### src/rtl/range_selector_q.sv
// range_selector_q: debounced rotary-encoder range selector driving decimation n and sample rate fc
module range_selector_q #(
   parameter int NUM_RANGES = 7,
   parameter int INIT_IDX   = 0,
   parameter int WRAP       = 0,
   parameter int DEB_CYCLES = 50000,
   parameter int N_W        = 10,
   parameter int FC_W       = 26
) (
   input  logic            clk,
   input  logic            rst,
   input  logic            a,
   input  logic            b,
   input  logic            key_n,
   output logic [2:0]      idx,
   output logic [N_W-1:0]  n,
   output logic [FC_W-1:0] fc,
   output logic            changed,
   output logic            at_min,
   output logic            at_max
);
   localparam int CW = DEB_CYCLES > 1 ? $clog2(DEB_CYCLES) : 1;
   localparam logic [CW-1:0] CNT_MAX = CW'(DEB_CYCLES - 1);
   localparam logic [2:0] MAX_IDX = 3'(NUM_RANGES - 1);
   localparam logic [2:0] HOME_IDX = 3'(INIT_IDX);
   localparam int N_TBL [8] = '{1, 2, 4, 10, 20, 100, 200, 500};
   localparam int FC_TBL [8] = '{2000000, 1000000, 500000, 200000, 100000, 20000, 10000, 4000};
   logic [2:0] s1_q, s2_q, deb_q, dprev_q;
   logic [CW-1:0] cnt_q [3];
   logic [2:0] idx_q, idx_d, prev_q;
   logic [N_W-1:0] n_q;
   logic [FC_W-1:0] fc_q;
   logic changed_q;
   logic a_rise, up, dn, home;
   // two-flop synchroniser for {key_n, b, a}, idle level high
   always_ff @(posedge clk) begin
      if (rst) begin
         s1_q <= '1;
         s2_q <= '1;
      end else begin
         s1_q <= {key_n, b, a};
         s2_q <= s1_q;
      end
   end
   // independent debounce per input; dprev_q keeps last debounced level for edge detection
   always_ff @(posedge clk) begin
      if (rst) begin
         deb_q   <= '1;
         dprev_q <= '1;
         for (int i = 0; i < 3; i++) cnt_q[i] <= '0;
      end else begin
         dprev_q <= deb_q;
         for (int i = 0; i < 3; i++) begin
            if (s2_q[i] == deb_q[i]) begin
               cnt_q[i] <= '0;
            end else if (cnt_q[i] == CNT_MAX) begin
               deb_q[i] <= s2_q[i];
               cnt_q[i] <= '0;
            end else begin
               cnt_q[i] <= cnt_q[i] + 1'b1;
            end
         end
      end
   end
   assign a_rise = deb_q[0] & ~dprev_q[0];
   assign up     = a_rise & ~deb_q[1];
   assign dn     = a_rise & deb_q[1];
   assign home   = ~deb_q[2] & dprev_q[2];
   // next index: home wins, then up/down with saturate or wrap at the ends
   always_comb begin
      idx_d = home ? HOME_IDX
            : up   ? (idx_q == MAX_IDX ? ((WRAP != 0) ? 3'd0 : idx_q) : idx_q + 3'd1)
            : dn   ? (idx_q == 3'd0 ? ((WRAP != 0) ? MAX_IDX : idx_q) : idx_q - 3'd1)
            : idx_q;
   end
   // index register plus table outputs and change strobe one clock behind it
   always_ff @(posedge clk) begin
      if (rst) begin
         idx_q     <= HOME_IDX;
         prev_q    <= HOME_IDX;
         n_q       <= N_W'(N_TBL[INIT_IDX]);
         fc_q      <= FC_W'(FC_TBL[INIT_IDX]);
         changed_q <= 1'b0;
      end else begin
         idx_q     <= idx_d;
         prev_q    <= idx_q;
         n_q       <= N_W'(N_TBL[idx_q]);
         fc_q      <= FC_W'(FC_TBL[idx_q]);
         changed_q <= idx_q != prev_q;
      end
   end
   assign idx     = idx_q;
   assign n       = n_q;
   assign fc      = fc_q;
   assign changed = changed_q;
   assign at_min  = idx_q == 3'd0;
   assign at_max  = idx_q == MAX_IDX;
endmodule

### config.mk
export PLATFORM = sky130hd
export DESIGN_NAME = range_selector_q
export DESIGN_NICKNAME = d
export VERILOG_FILES = /design/src/rtl/range_selector_q.sv
export SDC_FILE = /design/constraint.sdc
export NUM_CORES = 1
export LEC_CHECK = 0
export ABC_CLOCK_PERIOD_IN_PS = 4600
export CORE_MARGIN = 2
export CORE_UTILIZATION = 57
export CTS_CLUSTER_SIZE = 30
export DETAILED_ROUTE_END_ITERATION = 8
export DONT_BUFFER_PORTS = 1
export HOLD_SLACK_MARGIN = 0.05
export PLACE_DENSITY = 0.77
export SLEW_MARGIN = 0
export SYNTH_ARGS = -nofsm -noshare
export SYNTH_HDL_FRONTEND = slang
export SYNTH_SLANG_ARGS = --single-unit
### constraint.sdc
create_clock -name clk -period 4.6 [get_ports clk]
set_input_delay 0.92 -clock clk [delete_from_list [all_inputs] [get_ports clk]]
set_output_delay 0.92 -clock clk [all_outputs]
set_load 0.1 [all_outputs]
# ---- After elaboration in Yosys (flattened, before gate mapping)
# Memory sizes are Yosys's and may differ from the RTL's. A register that Yosys moved wholly into a read port is not among the register bits.
# Index checks and enable logic that the tools add are counted.
dict set report totals {
  romBits 512
  out_inout_bits 42
  mem_bits_rw 48
  wordCells 102
  ff_bits 19
  input_bits 5
  memories 3
}
# name depth word_bits read_ports rd_ports_with_merged_regs wr line_no
set memory_table {}
lappend memory_table {{(name not given)} 8 32 1 1 0 88} ;# fc_q <= FC_W'(FC_TBL[idx_q]);
lappend memory_table {{(name not given)} 8 32 1 1 0 87} ;# n_q <= N_W'(N_TBL[idx_q]);
lappend memory_table {cnt_q 3 16 3 0 3 29} ;# logic [CW-1:0] cnt_q [3];
dict set report op_classes {
  mux 48
  n_eq_ne 10
  bitwise 20
  reduce_logical 7
  addsub 5
}
# cell count
set op_table {}
lappend op_table {{$mux W16} 9}
lappend op_table {{$add A16 B1 Y16 const B} 3}
lappend op_table {{$eq A16 B16 Y1 const B} 3}
lappend op_table {{$mux W1} 35}
lappend op_table {{$mux W3} 4}
lappend op_table {{$or A1 B1 Y1} 9}
lappend op_table {{$not A1 Y1} 6}
lappend op_table {{$reduce_and A2 Y1} 3}
lappend op_table {{$and A1 B1 Y1} 4}
lappend op_table {{$not A3 Y4} 1}
lappend op_table {{$add A3 B1 Y3 const B} 1}
lappend op_table {{$eq A1 B1 Y1} 3}
lappend op_table {{$eq A3 B3 Y1 const B} 1}
lappend op_table {{$logic_not A3 Y1} 1}
lappend op_table {{$ne A3 B3 Y1} 1}
lappend op_table {{$reduce_and A3 Y1} 1}
lappend op_table {{$sub A3 B1 Y3 const B} 1}
lappend op_table {{$ne A2 B1 Y1 const B} 1}
lappend op_table {{$ne A2 B2 Y1 const B} 1}
lappend op_table {{$reduce_bool A2 Y1} 1}
lappend op_table {{$reduce_or A2 Y1} 1}

# ---- Depth between registers and ports, before layout
dict set report logic_depth {
  ltp_word 7
  mapped_depth 7
  ltp_nobuf 6
}

# ---- Worst setup path before layout
# Ideal clock, no wire load.
dict set report synth_timing {
  path_type {reg2out}
  from {register idx_q[0], in the netlist idx[0]}
  to {output at_min}
  t_required_ns 3.680
  slack_ns 1.014
  path_buffers 0
  t_arrival_ns 2.666
  stages_incl_launch_ff 4
  path_cell_list {dfxtp_1 inv_1 ha_1 nor2b_1}
}
dict set report synth_between {
  elab_chain_len 1
}
# element line_no
set synth_lines {}
lappend synth_lines {{start, declared} 30} ;# logic [2:0] idx_q, idx_d, prev_q;
lappend synth_lines {{start signal, assigned} 85} ;# idx_q <= idx_d;
lappend synth_lines {{$logic_not A3 Y1} 96} ;# assign at_min = idx_q == 3'd0;
lappend synth_lines {{end, declared} 19} ;# output logic at_min,
# No other way between the ends.

# ---- Worst setup path after layout
dict set report layout_timing {
  from {register idx_q[1], in the netlist idx[1]}
  to {output at_max}
}
dict set report layout_between {
  elab_chain_len 1
}
# element line_no
set layout_lines {}
lappend layout_lines {{$eq A3 B3 Y1} 97} ;# assign at_max = idx_q == MAX_IDX;
lappend layout_lines {{end, declared} 20} ;# output logic at_max
# No other way between the ends.

==> impl_results.md <==
* Status: complete, no violations
* GR Util met2 at a little over a quarter
* Vias at about 2600
* Clock Latency Late Sink at about 0.36 ns
* Actual slew at the worst max-slew pin at between 1 and 1.5 ns
* GRT Overall Usage at approximately 18%
* H-tree depth reported by CTS at 3
* Worst Hold Class: flip-flop to flip-flop
* Crit Path Max Fanout at 8
* Drt total wl at ~6500 um
* Setup_tns at 0 ns
* Core Area at 0.00683 mm^2
* Post-CTS Setup Repair Bufs at 0
* CTS max path bufs at 2
* Area Growth Syn to Fin at 9.45%
* Initial Utilization at 59.3%
* Die height at just under 90 um
* Setup violators final at 0
* Die area at between 0.007 and 0.008 mm^2
* Vias in the first global route at 2359
* Drt first pass iters at 4
* CTS sink cnt at 87
* PnR Total Power at 1.45 mW
* Inserted Clock Buffers at 9
* Antenna cells at 0
* Final Skew at approximately 0.011 ns
* First-pass GRT wire length at 10700 um
* Post-DP HPWL at ~4400 um
* Post-synth EDFFs at 48
* Yosys cell types at 47
* Final period util at roughly 65%
* Cts hold-fix bufs at 0
* Worst slack, placed at 2.00 ns
* Most Crowded Layer GR: met2
* Crit path required time at roughly 3.7 ns
* Max Slew Vio Count at 0
* RSZ-0062 raised after global routing: false
* Layout cells sized above 1 at 9.39%
* Pin count of the biggest net entering global routing at 34
* Critical path arrival at around 2.1 ns
* Post-synthesis sequential area ratio at 54.8%
* Worst Setup End Kind: output pin
* Overflow after GRT at 0
* Row cnt at 30
* Pwr Density at roughly 330 mW/mm^2
* M1 GR Usage at between 20% and 30%
* Setup WS post-layout at between 1.5 and 2 ns
* VDD IR max at approximately 0.17 mV
* Final core occ at roughly two thirds
* Residual DRC at 0
* Post-Syn Area at about 0.0041 mm^2
* CP Class: flip-flop to output pin
* Hold Fails Final Rpt at 0
* DRT iter0 DRCs at roughly 120
* Vias/cell at around 5
* Routed wire per std cell at 12.4 um
* Number of port buffers at 0
* Leak at 1.67 nW
* Max_cap viols at 0
* Yosys warns at 0
* Cts repair resizes at 0
* Slew headroom at 26.9%
* Clock-pin slew on the worst setup and hold paths at 0.10 ns
* Tmin final at between 3 and 4 ns
* RD Place Congestion at between 0.8 and 0.9
* CTS tree: yes
* Initial antenna violation count at 0
* Post-synthesis cell count at 377
* Yosys reg bits at between 80 and 90
* GR met3 Demand/Resource at under 10%
* Hold WS at roughly 0.42 ns
* Predominant post-synthesis flop cell: edfxtp_1
* Post-synth ARST share at 0%
* Die Wd at approximately 88 um
* Post-route ant nets at 0
* IO Pins at between 40 and 50
* Startpoint types: flip-flop
* Max Fclk at ~330 MHz
* Post-Syn Area per Cell at roughly 11 um^2
* Net count, final at between 400 and 500
* Root Driver: clkbuf_8
-- routing by layer --
metal,share of wire (%),vias to the layer above
met5,0,-
met4,1.2,0
met3,4.8,6
met2,48,60
met1,46,1202
li1,-,1318
-- synthesized netlist by cell type (2+ instances only) --
cell | instances | area, um^2
nand4_1 | 12 | 75.1
nor2_1 | 65 | 244
edfxtp_1 | 48 | 1440
ha_1 | 9 | 113
clkbuf_1 | 8 | 30.0
or4_1 | 2 | 15.0
nor4b_1 | 2 | 17.5
a211o_1 | 3 | 26.3
dfxtp_1 | 39 | 781
buf_4 | 16 | 120
conb_1 | 2 | 7.51
nor3_1 | 8 | 40.0
or4bb_1 | 2 | 22.5
or3b_2 | 2 | 17.5
nand2b_1 | 3 | 18.8
or2_2 | 11 | 68.8
inv_1 | 12 | 45.0
a21oi_1 | 5 | 25.0
buf_6 | 2 | 22.5
or3_1 | 3 | 18.8
nand3_1 | 15 | 75.1
nor2b_1 | 6 | 37.5
xnor2_1 | 29 | 254
xor2_1 | 20 | 175
nand2_1 | 15 | 56.3
and4_1 | 7 | 61.3
and3_1 | 7 | 43.8
nor4_1 | 5 | 31.3
-- state kept, by name, indices dropped and copies added (netlist names) --
signal,cells
dprev_q,2
deb_q,3
cnt_q,48
n,7
prev_q,3
s2_q,3
fc,14
changed,1
s1_q,3
idx,3
-- placed cells by master, fill, tap and decap left out, drive strengths merged, types with 6 or more instances in the layout --
master,netlist,layout
nor2b,6,6
xnor2,29,29
nor2,65,65
dfxtp,39,39
edfxtp,48,48
nor4,6,6
nand2,16,16
conb,2,59
and3,7,7
nand3,15,15
clkbuf,8,9
nor3,8,8
inv,12,16
ha,9,9
nand4,12,12
or2,11,11
xor2,20,20
and4,7,7
-- worst max-delay path: stages, from the launching register on --
cell and delay [ns]:
dfxtp_1 0.34, buf_4 0.35, ha_1 0.25, nand2_1 0.12, inv_1 0.65
-- power breakdown --
group / internal, mW / leakage, nW / switching, mW
Combinational: 0.0178 / 0.765 / 0.0610
Sequential: 0.839 / 0.812 / 0.0219
Clock: 0.213 / 0.0970 / 0.301
Total: 1.07 / 1.67 / 0.384
-- cell families after synthesis --
family | after synthesis | share of synthesized area, %
adder cells (fa/ha/maj) | 10 | 3.27
multiplexers | 1 | 0.247
buffers and inverters | 39 | 5.46
XOR/XNOR | 49 | 10.6
AO/OA/AOI/OAI | 15 | 2.56
AND/OR/NAND/NOR | 174 | 22.8
flip-flops | 87 | 54.8
other | 2 | 0.185
-- final timing paths --
path	to	startpoint	slack (ns)	cells after the start
worst max-delay path	at_max	idx[1]	1.60	4
worst min register to register	s2_q[1]	s1_q[1]	0.42	1
worst min-delay path	s2_q[1]	s1_q[1]	0.42	1
worst max register to register	cnt_q[1][6]	cnt_q[1][11]	2.35	4
-- metrics by stage --
step,cells,area [um^2]
after detailed placement,506,4240
after floorplan,434,4270
after CTS,522,4440
after global routing,522,4440
final,522,4440
after global placement,506,4240
-- cell type report --
class / count / area (um^2)
clock buffer: 9 / 124
clock inverter: 7 / 72.6
fill: 582 / 2400
inverter: 12 / 45.0
multi-input combinational: 308 / 1830
sequential: 87 / 2230
tap: 96 / 120
timing repair buffer: 3 / 22.5
(Power assumes the default switching activity.)
